===== src/rtl/lse_simd_pkg.sv =====
// Shared definitions for the SIMD log-domain multiplier datapath:
// lane-mode encoding and the per-mode carry/saturation lane maps.
package lse_simd_pkg;

  typedef enum logic [1:0] {
    SIMD_1X  = 2'b00,
    SIMD_2X  = 2'b01,
    SIMD_4X  = 2'b10,
    SIMD_RSV = 2'b11
  } simd_mode_t;

  localparam int unsigned NUM_BASE_LANES = 4;

  // Bit i set: base lane i takes the carry-out of base lane i-1.
  function automatic logic [NUM_BASE_LANES-1:0] carry_chain_en(input simd_mode_t mode);
    case (mode)
      SIMD_1X: carry_chain_en = 4'b1110;
      SIMD_2X: carry_chain_en = 4'b1010;
      default: carry_chain_en = 4'b0000;
    endcase
  endfunction

  // Bit i set: the carry-out of base lane i is the carry-out of a whole active lane.
  function automatic logic [NUM_BASE_LANES-1:0] carry_report_mask(input simd_mode_t mode);
    case (mode)
      SIMD_1X: carry_report_mask = 4'b1000;
      SIMD_2X: carry_report_mask = 4'b1010;
      SIMD_4X: carry_report_mask = 4'b1111;
      default: carry_report_mask = 4'b0000;
    endcase
  endfunction

  // Expands per-lane overflow flags into the set of base lanes to force to all-ones.
  function automatic logic [NUM_BASE_LANES-1:0] sat_fill_mask(input simd_mode_t mode,
                                                              input logic [NUM_BASE_LANES-1:0] ovf);
    case (mode)
      SIMD_1X: sat_fill_mask = {4{ovf[3]}};
      SIMD_2X: sat_fill_mask = {{2{ovf[3]}}, {2{ovf[1]}}};
      SIMD_4X: sat_fill_mask = ovf;
      default: sat_fill_mask = 4'b0000;
    endcase
  endfunction

endpackage


===== src/rtl/lse_lane_adder.sv =====
// One base-lane adder slice; cin_en gates the carry coming from the lane below.
module lse_lane_adder #(
  parameter int unsigned LANE_W = 6
) (
  input  logic [LANE_W-1:0] a,
  input  logic [LANE_W-1:0] b,
  input  logic              cin,
  input  logic              cin_en,
  output logic [LANE_W-1:0] sum,
  output logic              cout
);

  // Full-width sum with the gated carry-in; the extra bit is the lane carry-out.
  assign {cout, sum} = {1'b0, a} + {1'b0, b} + (LANE_W+1)'(cin & cin_en);

endmodule


===== src/rtl/lse_mult_simd_pipe.sv =====
// Two-stage pipelined SIMD log-domain multiplier (lane-wise addition) with
// valid/ready on both sides, optional saturation and an overflow event counter.
module lse_mult_simd_pipe
  import lse_simd_pkg::*;
#(
  parameter int unsigned LANE_W = 6,
  parameter int unsigned CNT_W  = 16
) (
  input  logic                  clk,
  input  logic                  rst_n,
  input  logic                  in_valid,
  output logic                  in_ready,
  input  logic [4*LANE_W-1:0]   operand_a,
  input  logic [4*LANE_W-1:0]   operand_b,
  input  logic [1:0]            simd_mode,
  input  logic                  sat_en,
  output logic                  out_valid,
  input  logic                  out_ready,
  output logic [4*LANE_W-1:0]   result,
  output logic [3:0]            lane_ovf,
  output logic                  mode_err,
  output logic [CNT_W-1:0]      ovf_count,
  input  logic                  ovf_clr
);

  localparam int unsigned DATA_W = 4 * LANE_W;

  simd_mode_t                mode_in;
  logic [NUM_BASE_LANES-1:0] chain_en;
  logic [NUM_BASE_LANES-1:0] lane_cin;
  logic [NUM_BASE_LANES-1:0] lane_cout;
  logic [DATA_W-1:0]         raw_sum;

  logic                      s1_valid;
  logic [DATA_W-1:0]         s1_sum;
  logic [NUM_BASE_LANES-1:0] s1_carry;
  simd_mode_t                s1_mode;
  logic                      s1_sat;

  logic                      s1_advance;
  logic                      s2_advance;
  logic                      out_fire;

  logic [NUM_BASE_LANES-1:0] fill;
  logic [DATA_W-1:0]         s2_result;
  logic [NUM_BASE_LANES-1:0] s2_ovf;
  logic                      s2_err;

  assign mode_in  = simd_mode_t'(simd_mode);
  assign chain_en = carry_chain_en(mode_in);
  assign lane_cin = {lane_cout[NUM_BASE_LANES-2:0], 1'b0};

  for (genvar i = 0; i < NUM_BASE_LANES; i++) begin : g_lane
    lse_lane_adder #(.LANE_W(LANE_W)) u_lane (
      .a      (operand_a[i*LANE_W +: LANE_W]),
      .b      (operand_b[i*LANE_W +: LANE_W]),
      .cin    (lane_cin[i]),
      .cin_en (chain_en[i]),
      .sum    (raw_sum[i*LANE_W +: LANE_W]),
      .cout   (lane_cout[i])
    );
  end

  // Each stage moves when empty or when its successor moves, so bubbles collapse.
  assign s2_advance = !out_valid || out_ready;
  assign s1_advance = !s1_valid || s2_advance;
  assign in_ready   = rst_n && (!s1_valid || s1_advance);
  assign out_fire   = out_valid && out_ready;

  // Stage 1: capture raw lane sums and the carry-outs of the active lanes only.
  always_ff @(posedge clk or negedge rst_n) begin
    if (!rst_n) begin
      s1_valid <= 1'b0;
      s1_sum   <= '0;
      s1_carry <= '0;
      s1_mode  <= SIMD_1X;
      s1_sat   <= 1'b0;
    end else if (s1_advance) begin
      s1_valid <= in_valid;
      if (in_valid) begin
        s1_sum   <= raw_sum;
        s1_carry <= lane_cout & carry_report_mask(mode_in);
        s1_mode  <= mode_in;
        s1_sat   <= sat_en;
      end
    end
  end

  // Stage 2 combinational: saturation, overflow flags and reserved-mode squashing.
  always_comb begin
    fill      = '0;
    s2_result = '0;
    s2_ovf    = '0;
    s2_err    = 1'b0;
    if (s1_mode == SIMD_RSV) begin
      s2_err = 1'b1;
    end else begin
      s2_ovf = s1_carry;
      if (s1_sat) fill = sat_fill_mask(s1_mode, s1_carry);
      for (int unsigned i = 0; i < NUM_BASE_LANES; i++) begin
        s2_result[i*LANE_W +: LANE_W] = fill[i] ? {LANE_W{1'b1}} : s1_sum[i*LANE_W +: LANE_W];
      end
    end
  end

  // Stage 2 registers: output payload only changes when the output slot can move.
  always_ff @(posedge clk or negedge rst_n) begin
    if (!rst_n) begin
      out_valid <= 1'b0;
      result    <= '0;
      lane_ovf  <= '0;
      mode_err  <= 1'b0;
    end else if (s2_advance) begin
      out_valid <= s1_valid;
      if (s1_valid) begin
        result   <= s2_result;
        lane_ovf <= s2_ovf;
        mode_err <= s2_err;
      end
    end
  end

  // Count delivered transactions that overflowed any lane; clear wins, count saturates.
  always_ff @(posedge clk or negedge rst_n) begin
    if (!rst_n) begin
      ovf_count <= '0;
    end else if (ovf_clr) begin
      ovf_count <= '0;
    end else if (out_fire && (lane_ovf != '0) && (ovf_count != '1)) begin
      ovf_count <= ovf_count + CNT_W'(1);
    end
  end

endmodule

===== config.mk =====
export PLATFORM = sky130hd
export DESIGN_NAME = lse_mult_simd_pipe
export DESIGN_NICKNAME = d
export VERILOG_FILES = /design/src/rtl/lse_simd_pkg.sv /design/src/rtl/lse_lane_adder.sv /design/src/rtl/lse_mult_simd_pipe.sv
export SDC_FILE = /design/constraint.sdc
export NUM_CORES = 1
export LEC_CHECK = 0
export CORE_MARGIN = 2
export CORE_UTILIZATION = 54
export DETAILED_ROUTE_END_ITERATION = 8
export GPL_TIMING_DRIVEN = 0
export HOLD_SLACK_MARGIN = 0.05
export PLACE_DENSITY = 0.86
export SETUP_SLACK_MARGIN = 0.4
export SLEW_MARGIN = 10
export SYNTH_ARGS = -nofsm -noshare
export SYNTH_HDL_FRONTEND = slang
export SYNTH_SLANG_ARGS = --single-unit

===== constraint.sdc =====
create_clock -name clk -period 4 [get_ports clk]
set_clock_uncertainty 0.05 [all_clocks]
set_input_delay 0.8 -clock clk [delete_from_list [all_inputs] [get_ports clk]]
set_output_delay 0.8 -clock clk [all_outputs]
set_load 0.005 [all_outputs]

=== Word level (Yosys, flattened, before mapping) ===
Index checks and enable logic that the tools add are counted.

* Equal/unequal tests: 6
* Bitwise operators: 4
* $add $sub $neg: 8
* Mux-type cells: 16
* Reduce and logical (&&, ||, !) cells: 15

{| class="wikitable"
|+ Operators by type and width
! kind !! number
|-
| $mux 16 || 2
|-
| $add 6x6->7 || 4
|-
| $mux 24 || 1
|-
| $mux 6 || 4
|-
| $pmux 4 s3 || 2
|-
| $add 7x7->7 || 3
|-
| $mux 4 || 5
|-
| $add 16x1->16 const B || 1
|-
| $ne 16x16->1 const B || 1
|-
| $pmux 4 s2 || 1
|-
| $eq 2x2->1 const B || 3
|-
| $and 4x4->4 || 1
|-
| $eq 2x1->1 const B || 2
|-
| $logic_and 1x1->1 || 4
|-
| $logic_not 2->1 || 2
|-
| $reduce_and 2->1 || 2
|-
| $reduce_bool 4->1 || 1
|-
| $and 1x1->1 || 3
|-
| $logic_or 1x1->1 || 3
|-
| $logic_not 1->1 || 2
|-
| $reduce_bool 2->1 || 1
|-
| $mux 1 || 1
|}

* Output and inout port bits: 47
* Logic and storage cells: 59
* Flip-flop bits (word level): 78
* Input port bits: 56

=== Logic depth before layout (Yosys ltp) ===
Gate-level depths: netlist of the first run.

* Depth in word-level cells: 9
* Gate-level depth with buffers: 30
* Mapped depth without buffers: 30

=== Hierarchy ===
Synthesis of the first run repeated with hierarchy kept, for this count alone.

* Cells, all modules: 463
* Area total of the unflattened synthesis: 4469.3 µm²

{| class="wikitable"
|+ Modules (own cells, without submodules)
! module !! sequential area each (µm²) !! area each (µm²) !! cells each !! times used
|-
| lse_mult_simd_pipe || 1951.9 || 3413.3 || 319 || 1
|-
| lse_lane_adder || 0.0 || 264.0 || 36 || 4
|}

=== Worst setup path before layout of the first run ===
Ideal clock, no wire load.

* Path type: input to register
* From: input operand_a[0]
* To: register s1_carry[3]
* Path slack: -1.718 ns
* Required time: 3.820 ns
* Arrival: 5.537 ns
* Library setup time: 0.130 ns
* Cell stages on the path: 30
* Cells stage by stage: ha_1 fa_1 a21o_1 a21oi_1 o21bai_1 a21oi_1 nor2_1 fa_1 inv_1 fa_1 nor2b_1 o21ai_0 nand2b_1 a21oi_1 a2bb2oi_1 fa_1 inv_1 fa_1 a21o_1 a21oi_1 o21ai_0 a21oi_1 or2_2 fa_1 fa_1 nor2b_1 o21ai_0 nand2b_1 a21oi_1 o41ai_1

* Longest elaborated chain between the ends: 8

{| class="wikitable"
|+ RTL lines
! what !! line !! source
|-
| start: declaration || lse_mult_simd_pipe.sv:13 || <nowiki>input logic [4*LANE_W-1:0] operand_a,</nowiki>
|-
| $add 6x6->7 || lse_lane_adder.sv:14 || <nowiki>assign {cout, sum} = {1'b0, a} + {1'b0, b} + (LANE_W+1)'(cin & cin_en);</nowiki>
|-
| $and 1x1->1 || lse_lane_adder.sv:14 ||
|-
| $add 7x7->7 || lse_lane_adder.sv:14 ||
|-
| $and 1x1->1 || lse_lane_adder.sv:14 ||
|-
| $add 7x7->7 || lse_lane_adder.sv:14 ||
|-
| $and 1x1->1 || lse_lane_adder.sv:14 ||
|-
| $add 7x7->7 || lse_lane_adder.sv:14 ||
|-
| $and 4x4->4 || lse_mult_simd_pipe.sv:82 || <nowiki>s1_carry <= lane_cout & carry_report_mask(mode_in);</nowiki>
|-
| end signal: assignment || lse_mult_simd_pipe.sv:82 ||
|-
| end: declaration || lse_mult_simd_pipe.sv:36 || <nowiki>logic [NUM_BASE_LANES-1:0] s1_carry;</nowiki>
|}

Every way passes these cells.
A chain may end at the register's enable or synchronous reset.

=== Worst setup path after layout of the first run ===
* From: input operand_a[0]
* To: register s1_sum[22]

* Longest elaborated chain between the ends: 7

{| class="wikitable"
|+ RTL lines
! what !! line !! source
|-
| $add 6x6->7 || lse_lane_adder.sv:14 ||
|-
| $and 1x1->1 || lse_lane_adder.sv:14 ||
|-
| $add 7x7->7 || lse_lane_adder.sv:14 ||
|-
| $and 1x1->1 || lse_lane_adder.sv:14 ||
|-
| $add 7x7->7 || lse_lane_adder.sv:14 ||
|-
| $and 1x1->1 || lse_lane_adder.sv:14 ||
|-
| $add 7x7->7 || lse_lane_adder.sv:14 ||
|-
| end signal: assignment || lse_mult_simd_pipe.sv:81 || <nowiki>s1_sum <= raw_sum;</nowiki>
|-
| end: declaration || lse_mult_simd_pipe.sv:35 || <nowiki>logic [DATA_W-1:0] s1_sum;</nowiki>
|}

Every way passes these cells.

==> results of run 1 <==
-- worst max-delay path, delay by kind of cell --
family / cells / cell delay (ns)
AND/OR/NAND/NOR: 6 / 0.51
XOR/XNOR: 1 / 0.15
buffers and inverters: 4 / 0.36
AO/OA/AOI/OAI: 13 / 1.92
adder cells (fa/ha/maj): 8 / 2.08
-- area by class of cell --
type / instances / area (µm²) / area share, %
Clock inverter: 6 / 83.8 / 1.41
Multi-Input combinational cell: 333 / 2270 / 38.3
Timing Repair Buffer: 127 / 1210 / 20.4
Sequential cell: 78 / 1950 / 32.9
Tap cell: 102 / 128 / 2.15
Clock buffer: 10 / 128 / 2.15
Buffer: 16 / 80.1 / 1.35
Inverter: 21 / 78.8 / 1.33
-- repair_timing --
action | CTS | global route
gates cloned | 0 | 0
setup endpoints to repair | 14 | 15
buffers inserted | 16 | 9
pin swaps | 31 | 26
resized for setup | 42 | 5
-- per-stage QoR --
| stage | hold slack (ns) | utilization, % | std cells | power, µW |
|---|---|---|---|---|
| after floorplan | 0.395 | - | 448 | 1320 |
| after global placement | 0.402 | 71.0 | 651 | 1630 |
| after detailed placement | 0.410 | 71.2 | 652 | 1670 |
| after CTS | 0.364 | 76.5 | 684 | 2340 |
| after global routing | 0.380 | 77.6 | 693 | 2480 |
| final | 0.341 | 77.6 | 693 | 2360 |
-- cells in the mapped netlist, types with 4 or more instances --
cell / count
ha_1: 27
nand3_1: 9
inv_1: 21
o21ai_0: 56
nor3_1: 5
nand4_1: 5
xnor2_1: 14
dfrtp_1: 78
mux2_2: 5
nor2b_1: 5
nor2_1: 28
nand2_1: 85
a21oi_1: 20
clkbuf_1: 13
fa_1: 7
and2_1: 4
mux2i_1: 4
nand2b_1: 7
xor2_1: 14
-- power by group --
| part | switching [µW] | internal [µW] |
|---|---|---|
| clock | 285 | 350 |
| sequential | 97.7 | 935 |
| combinational | 316 | 379 |
-- registers in the layout, summed over array words and instances (netlist names) --
register,flops
s1_sum,24
s1_sat,1
mode_err,1
lane_ovf,4
out_valid,1
s1_valid,1
ovf_count,16
result,24
s1_carry,4
s1_mode,2
-- per-layer routing --
metal	share of wire, %	global-route usage (%)	wire [µm]
met1	41	31.2	4490
met3	4.5	4.31	492
met2	51	45.4	5550
met5	0	0	0
met4	3.1	10.3	339
-- logic make-up after synthesis --
group / Yosys count / share of synthesized area, %
compound gates: 96 / 12.7
xor+xnor: 28 / 5.78
buf+inv: 37 / 3.75
mux: 9 / 2.27
flops: 78 / 46.0
simple gates: 166 / 18.2
fa+ha+maj: 34 / 11.3
-- how the worst min path moves through the flow --
stage | start | end | slack [ns] | depth (start not counted)
2_1_floorplan | s1_sum[10]$_DFFE_PN0P_ | s1_sum[10]$_DFFE_PN0P_ | 0.39 | 2
3_3_place_gp | result[7]$_DFFE_PN0P_ | result[7]$_DFFE_PN0P_ | 0.40 | 2
3_5_place_dp | result[15]$_DFFE_PN0P_ | result[15]$_DFFE_PN0P_ | 0.41 | 2
4_1_cts | rst_n | ovf_count[15]$_DFFE_PN0P_ | 0.36 | 1
5_1_grt | rst_n | ovf_count[2]$_DFFE_PN0P_ | 0.38 | 1
6_report | rst_n | ovf_count[2]$_DFFE_PN0P_ | 0.34 | 1
==> out/qor.csv, run 1 <==
metric,value,unit
status,"finished, violations left",
failing checks,setup timing,
Nets,676,
Num Clock Sinks,78,
RePlAce Congestion,0.849,
via count,3775,
element type at the critical path end,flip-flop,
post-synthesis area per instance,9.46,µm²
crit path kind,input pin to flip-flop,
Slew Limit Fails,0,
Detailed Place HPWL,7590,µm
dpl ws,-2.37,ns
"Hold Violations, Final",0,
die height,92.6,µm
max incr delay on CP,0.38,ns
LEAKAGE,0.00266,µW
Overflow after GRT,0,
drt first-iter violations,251,
Gate Count Post-Synth,448,
via/cell ratio,5.45,
CTS max path bufs,2,
"commonest cells after routing, fill and taps aside","clkdlybuf4s50_1, nand2_1, dfrtp_1",
Layout area overhead,40.0,%
Most used DFF post-synth,dfrtp_1,
Fmax achieved,177,MHz
Slew HR,56.2,%
"antenna viol nets, final",0,
Setup crit start,operand_a[0],
global-route wire length before repair,17300,µm
Yosys cell types,44,
PD cells,398,nW/µm²
core box area,7650,µm²
DIE WIDTH,92.6,µm
antenna fix cells,0,
Max IR drop VDD,0.199,mV
Syn Std Cell Area,4240,µm²
root buffer cell,clkbuf_8,
path depth of the worst reg2reg path,4,
Setup crit end,s1_sum[22]$_DFFE_PN0P_,
Ys Warns,0,
RSZ-0062 raised after global routing,true,
"FFs w/ async S/R, synth",100,%
vias in the first global route,3745,
post-synth net total,538,
TNS Setup,-12.41,ns
number of remaining DRC errors,0,
drt pass-1 iters,4,
worst-margin pin slew,0.650,ns
"commonest non-fill, non-tap cell in the layout",clkdlybuf4s50_1,
H-tree depth,3,
# rows,32,
Max Cap Viol,0,
Worst Slack Setup Final,-1.65,ns
worst reg2reg setup slack,1.90,ns
Tmin final,5.65,ns
pin count of the biggest net entering global routing,44,
PortBufs,101,
DP Area,5450,µm²
CP arrival,5.83,ns
clock insertion delay at the later pin of the skew report,0.35,ns
sequential-to-total area share from yosys stat,46.0,%
"critical path fanouts, max",2,
wire length per cell,15.7,µm
largest area contributor in the netlist,dfrtp_1,
Fill cells,478,
"EDFF count, synth",0,
Worst EP required,4.18,ns
CP max-delay cell,fa_2,
"Clk pin slew, worst setup/hold paths",0.08,ns
# setup viols final,13,
Routed Wire Length,10900,µm
cts bufs inserted,9,
CTS tree,built,
post-synth top area share,46.0,%
Starting Density,55.4,%
FF-to-FF Start,out_valid$_DFFE_PN0P_,
Post-CTS Hold Fix Bufs,0,
r2r endpoint,s1_sat$_DFFE_PN0P_,
worst hold path type,input pin to async pin,
initial antenna violation count,0,
overall routing resource usage,25.6,%
crit start category,input pin,
"FF+latch count, synth",78,
post-route cell area,5930,µm²
final worst-path cycle share,141,%
most frequent CP cell,fa_2,
top-level I/O count,103,
synth top area cells,"dfrtp_1, ha_1, nand2_1",
Die Area,8580,µm²
share of cells above drive strength 1,15.2,%
No activity file was read; power rests on OpenSTA's default activity.
==> inputs of run 2 (changes only) <==
- CAP_MARGIN: default -> 20
- CTS_BUF_LIST: default -> sky130_fd_sc_hd__clkbuf_16
==> run 2 against run 1 <==
The run still ends with setup timing left. Cell area grew 1.1%. Register-to-register slack lost 0.12 ns. Maximum frequency grew 1.9%. Largest cell class unchanged. Highest routed layer unchanged.
==> out/qor.csv, run 2 (synthesis results as in run 1) <==
metric,value,unit
"critical path fanouts, max",2,
worst reg2reg setup slack,1.78,ns
Overflow after GRT,0,
PD cells,430,nW/µm²
clock insertion delay at the later pin of the skew report,0.33,ns
r2r endpoint,s1_sum[17]$_DFFE_PN0P_,
element type at the critical path end,flip-flop,
largest registers,"result (24), s1_sum (24), ovf_count (16)",
Fmax achieved,180,MHz
vias in the first global route,3915,
"Clk pin slew, worst setup/hold paths",0.06,ns
PortBufs,101,
RePlAce Congestion,0.849,
path depth of the worst reg2reg path,6,
max incr delay on CP,0.36,ns
worst-margin pin slew,0.728,ns
wire length per cell,16.2,µm
crit path buf inv count,4,
DR top layer,met4,
Detailed Place HPWL,7590,µm
Starting Density,55.4,%
via count,3830,
final worst-path cycle share,139,%
# setup viols final,13,
failing checks,setup timing,
initial antenna violation count,0,
Tmin final,5.55,ns
Nets,671,
pin count of the biggest net entering global routing,44,
RSZ-0062 raised after global routing,true,
die height,92.6,µm
cts bufs inserted,9,
H-tree depth,3,
CP max-delay cell,fa_2,
CTS tree,built,
Worst EP required,4.15,ns
top-level I/O count,103,
Max Cap Viol,0,
CTS max path bufs,2,
"CP delay by family, top",adder cells,
Layout area overhead,41.5,%
DP Area,5450,µm²
Slew Limit Fails,0,
"commonest cells after routing, fill and taps aside","clkdlybuf4s50_1, nand2_1, dfrtp_1",
global-route wire length before repair,18200,µm
"antenna viol nets, final",0,
Die Area,8580,µm²
metal2 WL,5630,µm
Max IR drop VDD,0.284,mV
crit start category,input pin,
overall routing resource usage,27.2,%
Num Clock Sinks,78,
via/cell ratio,5.57,
Routed Wire Length,11100,µm
# rows,32,
"commonest non-fill, non-tap cell in the layout",clkdlybuf4s50_1,
drt pass-1 iters,4,
crit path kind,input pin to flip-flop,
DIE WIDTH,92.6,µm
FF-to-FF Start,out_valid$_DFFE_PN0P_,
post-route cell area,6000,µm²
CP arrival,5.70,ns
drt first-iter violations,269,
worst hold path type,input pin to async pin,
antenna fix cells,0,
most frequent CP cell,fa_2,
utilization after layout,78.5,%
Slew HR,51.5,%
root buffer cell,clkbuf_16,
status,"finished, violations left",
Fin Hold WS,0.372,ns
DRT met1 WL,4330,µm
LEAKAGE,0.00269,µW
Worst Slack Setup Final,-1.55,ns
number of remaining DRC errors,0,
core box area,7650,µm²
share of cells above drive strength 1,15.0,%
Routed met3 length,698,µm
"Hold Violations, Final",0,
run 2: cell count changes in the layout (fill, tap and decap cells not counted), sizes merged:
cell	previous run	this run
inv	22	23
buf	33	29
clkbuf	23	22
clkdlybuf4s15	2	1
run 2: routing by layer:
metal | vias to the layer above | track usage (%)
li1 | 1789 | -
met1 | 1828 | 31.6
met2 | 174 | 47.2
met3 | 39 | 4.96
met4 | 0 | 15.6
met5 | - | 0
run 2: metrics by stage:
step | TNS (ns) | setup WS, ns | power (µW) | cells
5_1_grt | -14.59 | -1.83 | 2710 | 688
3_3_place_gp | -58.49 | -2.25 | 1630 | 651
2_1_floorplan | -8.61 | -1.28 | 1320 | 448
6_report | -11.36 | -1.55 | 2580 | 688
3_5_place_dp | -21.94 | -2.37 | 1670 | 652
4_1_cts | -12.40 | -1.68 | 2560 | 684
run 2: final cells by class:
class	count	area, µm²
Inverter	21	78.8
Clock inverter	7	87.6
Sequential cell	78	1950
Tap cell	102	128
Multi-Input combinational cell	333	2280
Buffer	16	80.1
Clock buffer	9	225
Timing Repair Buffer	122	1170
Fill cell	452	1650
run 2: repair_timing:
item,in CTS,in global routing
pin swaps,31,26
setup buffers,16,4
endpoints found under the setup margin,14,14
hold buffers,0,0
gates resized for setup,44,6
run 2: worst max-delay path by stage:
stage / slack (ns) / end / depth (start not counted) / startpoint
after floorplan: -1.28 / s1_sum[22]$_DFFE_PN0P_ / 30 / operand_a[0]
after global placement: -2.25 / s1_carry[3]$_DFFE_PN0P_ / 31 / operand_a[0]
after detailed placement: -2.37 / s1_sum[22]$_DFFE_PN0P_ / 31 / operand_a[0]
after CTS: -1.68 / s1_sum[22]$_DFFE_PN0P_ / 32 / operand_b[0]
after global routing: -1.83 / s1_sum[22]$_DFFE_PN0P_ / 32 / operand_a[0]
final: -1.55 / s1_sum[22]$_DFFE_PN0P_ / 32 / operand_b[0]
run 2: power breakdown:
group	internal, µW	switching (µW)	leakage, µW	total (µW)
registers	937	102	0.000993	1040
clock network	542	306	0.000161	848
logic	372	321	0.00153	693
total	1850	729	0.00269	2580
